===== src/rtl/fc_pkg.sv =====
// Shared types and constants for the fully-connected bias/activation stage.
package fc_pkg;

    localparam int FC_DATA_WIDTH = 16;
    localparam int FC_ACC_WIDTH  = 40;
    localparam int FC_FRAC_BITS  = 8;
    localparam int FC_BATCH_SIZE = 16;
    localparam int FC_DEPTH      = 64;

    typedef enum logic [1:0] {
        IDLE = 2'd0,
        REQ  = 2'd1,
        WAIT = 2'd2,
        OUT  = 2'd3
    } fc_state_e;

    function automatic longint sat_max(input int dw);
        return (longint'(1) <<< (dw - 1)) - 1;
    endfunction

    function automatic longint sat_min(input int dw);
        return -(longint'(1) <<< (dw - 1));
    endfunction

endpackage


===== src/rtl/fc_sat_lane.sv =====
// One lane: rescale accumulator, add bias, saturate to DATA_WIDTH.
// Optional ReLU when FC_RELU_EN is defined.
module fc_sat_lane
    import fc_pkg::*;
#(
    parameter int DATA_WIDTH = FC_DATA_WIDTH,
    parameter int ACC_WIDTH  = FC_ACC_WIDTH,
    parameter int FRAC_BITS  = FC_FRAC_BITS
) (
    input  logic [ACC_WIDTH-1:0]  acc,
    input  logic [DATA_WIDTH-1:0] bias,
    output logic [DATA_WIDTH-1:0] result
);

    localparam int SW = ACC_WIDTH + 1;
    localparam logic signed [SW-1:0] MAX_S = SW'(sat_max(DATA_WIDTH));
    localparam logic signed [SW-1:0] MIN_S = SW'(sat_min(DATA_WIDTH));

    logic signed [ACC_WIDTH-1:0]  acc_sh;
    logic signed [SW-1:0]         sum;
    logic        [DATA_WIDTH-1:0] sat;

    always_comb begin
        acc_sh = $signed(acc) >>> FRAC_BITS;
        // One extra bit so the add itself cannot overflow before clamping
        sum    = {acc_sh[ACC_WIDTH-1], acc_sh}
               + {{(SW - DATA_WIDTH){bias[DATA_WIDTH-1]}}, bias};
        if (sum > MAX_S) begin
            sat = MAX_S[DATA_WIDTH-1:0];
        end else if (sum < MIN_S) begin
            sat = MIN_S[DATA_WIDTH-1:0];
        end else begin
            sat = sum[DATA_WIDTH-1:0];
        end
`ifdef FC_RELU_EN
        result = sat[DATA_WIDTH-1] ? '0 : sat;
`else
        result = sat;
`endif
    end

endmodule


===== src/rtl/fc_bias_act.sv =====
// Bias-add / saturate / activation stage between MAC array and output writer.
// Define FC_RELU_EN to clamp negative results to zero.
module fc_bias_act
    import fc_pkg::*;
#(
    parameter int DATA_WIDTH = FC_DATA_WIDTH,
    parameter int ACC_WIDTH  = FC_ACC_WIDTH,
    parameter int FRAC_BITS  = FC_FRAC_BITS,
    parameter int BATCH_SIZE = FC_BATCH_SIZE,
    parameter int DEPTH      = FC_DEPTH
) (
    input  logic                             clk,
    input  logic                             reset,
    input  logic [BATCH_SIZE*ACC_WIDTH-1:0]  acc_in,
    input  logic                             acc_valid,
    output logic                             acc_ready,
    input  logic                             bias_valid,
    output logic                             bias_rd_en,
    input  logic [BATCH_SIZE*DATA_WIDTH-1:0] bias_in,
    output logic [BATCH_SIZE*DATA_WIDTH-1:0] out_data,
    output logic                             out_valid,
    input  logic                             out_ready,
    output logic                             out_last,
    output logic [((DEPTH/BATCH_SIZE > 1) ? $clog2(DEPTH/BATCH_SIZE) : 1)-1:0] batch_idx
);

    localparam int NUM_BATCHES = DEPTH / BATCH_SIZE;
    localparam int IDX_W = (NUM_BATCHES > 1) ? $clog2(NUM_BATCHES) : 1;
    localparam logic [IDX_W-1:0] LAST_IDX = IDX_W'(NUM_BATCHES - 1);

    fc_state_e                        state_q, state_d;
    logic [BATCH_SIZE*ACC_WIDTH-1:0]  acc_q;
    logic [BATCH_SIZE*DATA_WIDTH-1:0] lane_res;
    logic [BATCH_SIZE*DATA_WIDTH-1:0] out_data_q;
    logic [IDX_W-1:0]                 idx_q;
    logic                             acc_fire;
    logic                             out_fire;

    for (genvar i = 0; i < BATCH_SIZE; i++) begin : g_lane
        fc_sat_lane #(
            .DATA_WIDTH (DATA_WIDTH),
            .ACC_WIDTH  (ACC_WIDTH),
            .FRAC_BITS  (FRAC_BITS)
        ) u_lane (
            .acc    (acc_q[i*ACC_WIDTH +: ACC_WIDTH]),
            .bias   (bias_in[i*DATA_WIDTH +: DATA_WIDTH]),
            .result (lane_res[i*DATA_WIDTH +: DATA_WIDTH])
        );
    end

    // Held low while reset is asserted even though the state already reads IDLE
    assign acc_ready  = (state_q == IDLE) && !reset;
    assign acc_fire   = acc_valid && acc_ready;
    assign bias_rd_en = (state_q == REQ) && bias_valid;
    assign out_valid  = (state_q == OUT);
    assign out_fire   = out_valid && out_ready;
    assign out_last   = out_valid && (idx_q == LAST_IDX);
    assign out_data   = out_data_q;
    assign batch_idx  = idx_q;

    always_comb begin
        state_d = state_q;
        unique case (state_q)
            IDLE: if (acc_fire)   state_d = REQ;
            REQ:  if (bias_valid) state_d = WAIT;
            WAIT:                 state_d = OUT;
            OUT:  if (out_ready)  state_d = IDLE;
            default:              state_d = IDLE;
        endcase
    end

    always_ff @(posedge clk or posedge reset) begin
        if (reset) begin
            state_q    <= IDLE;
            acc_q      <= '0;
            out_data_q <= '0;
            idx_q      <= '0;
        end else begin
            state_q <= state_d;
            if (acc_fire) begin
                acc_q <= acc_in;
            end
            // bias_in is valid in WAIT, one cycle after the read request
            if (state_q == WAIT) begin
                out_data_q <= lane_res;
            end
            if (out_fire) begin
                idx_q <= (idx_q == LAST_IDX) ? '0 : idx_q + 1'b1;
            end
        end
    end

endmodule


===== config.mk =====
export PLATFORM = sky130hd
export DESIGN_NAME = fc_bias_act
export DESIGN_NICKNAME = d
export VERILOG_FILES = /design/src/rtl/fc_pkg.sv /design/src/rtl/fc_sat_lane.sv /design/src/rtl/fc_bias_act.sv
export SDC_FILE = /design/constraint.sdc
export NUM_CORES = 2
export LEC_CHECK = 0
export CELL_PAD_IN_SITES_DETAIL_PLACEMENT = 0
export CELL_PAD_IN_SITES_GLOBAL_PLACEMENT = 1
export CORE_AREA = 2 2 458 460
export DETAILED_ROUTE_END_ITERATION = 12
export DIE_AREA = 0 0 460 462
export MAX_ROUTING_LAYER = met4
export PLACE_DENSITY_LB_ADDON = 0.08
export RECOVER_POWER = 100
export SLEW_MARGIN = 10
export SYNTH_ARGS = -nofsm -noshare
export SYNTH_HDL_FRONTEND = slang
export SYNTH_SLANG_ARGS = --single-unit

===== constraint.sdc =====
create_clock -name clk -period 81.5 [get_ports clk]
set_input_delay 16.3 -clock clk [delete_from_list [all_inputs] [get_ports clk]]
set_output_delay 16.3 -clock clk [all_outputs]
set_load 0.02 [all_outputs]

==> metrics.cfg <==
[yosys]
synth_edf_count=0
ys_seq_area_share_pct=32.2
syn_area_per_cell_sq_um=9.01
synth_ff_type=dfrtp_1
async_flop_share_pct=100
synth.cell_area_sq_um=60000
synth.ff_latch_count=772
yosysWarningCount=0
syn_inst=6659
synth_fa_ha_area_share_pct=11.3
synth-simple-area-share_pct=16.2
syn_nets=8094
synth-xor-area-share_pct=5.01
synthMuxAreaShare_pct=10.1
synth_top_family_by_area=compound AO/OA/AOI/OAI gates
ys_types=98
synth_compound_area_share_pct=22.3

[floorplan]
row_count=168
die_height_um=462
io_pins=1163
chipWidth_um=460
die-area_sq_um=213000
core_area_sq_um=208000
initial_utilization_pct=28.8

[power]
total_power_mw=3.22
ir_worst_vdd_uv=20.9
p_sw_share_pct=46.4
p_seq_share_pct=21.1
powerDensity_nw_per_um2=41.8
p_sw_mw=1.49
p_int_mw=1.72
pwr-share-clk_pct=15.4
p_leak_nw=31.6
combPwrFrac_pct=63.5

[worst_setup_path]
crit_fanout=2
r2r-end=acc_q[294]$_DFFE_PP0P_
r2r_slack_ns=64.88
crit_start=reset
endpoint_kind=output port
endpoint=acc_ready
r2r_start=state_q[0]$_DFFE_PP0P_
crit_required_ns=65.20
r2r_cells=8
crit_type=in -> out
setup.worst_path.start_class=primary input
arrival_ns=17.71

[cells_and_area]
layout.nets=9017
fin_util_pct=37.0
area_growth_syn_to_layout_pct=28.4
fin_cells=10501
fin_area_sq_um=77000
fillCellCount=21260
final_cell_mix=dfrtp_1 (772), clkdlybuf4s50_1 (754), a21oi_1 (602), nor2_1 (527), mux2_2 (518)
drive_above_1_share_pct=10.5
final_common_cell=dfrtp_1

[timing]
clock.fmax_mhz=29.4
rsz0062_at_grt=false
period_share_pct=41.7
relSlewSlack_pct=-491
fin_crit_ns=34.01
timing.hold.ws_ns=0.481
hold_viol=0
fin_skew_ns=0.0283
tns_ns=0
setup_violations=0
layout_setup_ws_ns=47.49
worst_pin_slew_ns=8.86
drv_slew=1373

[placement]
placed_cell_area_sq_um=73200
placed_cells=10196
port_buffers=1034
dp_hpwl_mm=194
post-place-ws_ns=47.45
place.gp.congestion=0.924

[clock_network]
clk_latency_ns=0.75
cts_tree=yes
h-tree-depth=3
cts_buffer_depth=3
cts_buffers=104
cts.sink_count=772
cts_setup_buffers=0
cts_root_buf=clkbuf_16
clk_pin_slew_ns=0.05
cts_resized=0
cts_hold_buf=0

[flow_run]
cap_violations=23

[global_routing]
antenna_found_initial=153
track_usage_pct=22.6
grt_pass1_wl_mm=358
overflow=0
grt_max_degree=145
grt_pass1_vias=55232

[route]
drt_iter0_drc=2934
wl_mm=242
first_pass_iters=7
via_per_inst=5.29
ant_nets=0
dr_total_vias=55545
drc=0
wl_per_cell_um=23.1

[status]
status=finished, violations left
violations=max-capacitance violations, max-slew violations

[worst_hold_path]
min_path_type=reg -> reg
hp-start=out_data[207]$_DFFE_PP0P_

==> Yosys cell counts (25+ instances only) <==
cell / instances / area, sq um
nor2_1: 527 / 1980
or3_1: 54 / 338
dfrtp_1: 772 / 19300
nand4_1: 101 / 632
clkbuf_1: 259 / 972
nand2_1: 470 / 1760
or2_2: 37 / 231
o21a_1: 74 / 556
nor4_1: 51 / 319
and4_1: 25 / 219
o21bai_1: 58 / 435
nand2b_1: 76 / 475
and2_1: 62 / 388
xnor2_1: 218 / 1910
inv_1: 192 / 721
mux2_2: 518 / 5830
o31ai_1: 43 / 323
ha_1: 518 / 6480
o211ai_1: 84 / 631
nand3_1: 137 / 686
a211oi_1: 84 / 631
nor2b_1: 57 / 357
and3_1: 80 / 500
a31oi_1: 64 / 400
xor2_1: 125 / 1090
o21ai_0: 350 / 1750
nor3_1: 140 / 701
a211o_1: 30 / 263
a21oi_1: 602 / 3010
o22ai_1: 122 / 763
a21o_1: 211 / 1580
o21ai_1: 27 / 135
o2111ai_1: 28 / 245
==> power by group through the flow <==
stage | registers (mW) | logic [mW] | clock network (mW)
floorplan | 0.690 | 1.42 | 0
global placement | 0.686 | 2.05 | 0
detailed placement | 0.690 | 2.05 | 0
CTS | 0.685 | 2.06 | 0.513
global route | 0.703 | 2.27 | 0.526
finish | 0.680 | 2.04 | 0.494
==> metal layers <==
metal | part of all wire [%] | global-route usage [%] | up-vias
met3 | 6.5 | 6.36 | 379
met1 | 42 | 26.4 | 26818
met2 | 47 | 37.2 | 1338
li1 | - | - | 27010
met5 | 0 | - | -
met4 | 3.8 | 7.98 | 0
==> registers in the layout, summed over array words and instances, names as in the netlist <==
| register | count |
|---|---|
| acc_q | 512 |
| out_data | 256 |
| batch_idx | 2 |
| state_q | 2 |
==> worst max-delay path: stages <==
cell and delay [ns]:
dlygate4sd3_1 0.57, nor2b_1 0.15, dlygate4sd3_1 0.69
==> cells by family (layout without fill, tap and decap cells) <==
group	count (synthesis)	count (layout)
AO/OA/AOI/OAI	2067	2067
AND/OR/NAND/NOR	1949	1949
flip-flops	772	772
multiplexers	538	538
adder cells (fa/ha/maj)	534	534
buffers and inverters	456	1467
XOR/XNOR	343	343
other	0	111
==> layout make-up <==
| class | instances | area [sq um] | area share (%) |
|---|---|---|---|
| antenna | 111 | 278 | 0.361 |
| clock buffer | 152 | 3110 | 4.03 |
| timing repair buffer | 1081 | 10600 | 13.8 |
| inverter | 192 | 722 | 0.938 |
| tap | 2720 | 3400 | 4.42 |
| sequential | 772 | 19300 | 25.1 |
| multi-input combinational | 5431 | 39000 | 50.7 |
| clock inverter | 42 | 533 | 0.693 |
==> worst min-delay path by stage <==
stage / to / cells after the start / slack, ns
2_1_floorplan: acc_q[510]$_DFFE_PP0P_ / 1 / 0.48
3_3_place_gp: out_data[255]$_DFFE_PP0P_ / 1 / 0.47
3_5_place_dp: out_data[207]$_DFFE_PP0P_ / 1 / 0.47
4_1_cts: out_data[207]$_DFFE_PP0P_ / 1 / 0.49
5_1_grt: out_data[255]$_DFFE_PP0P_ / 1 / 0.51
6_report: out_data[207]$_DFFE_PP0P_ / 1 / 0.48
(Power assumes the default switching activity.)
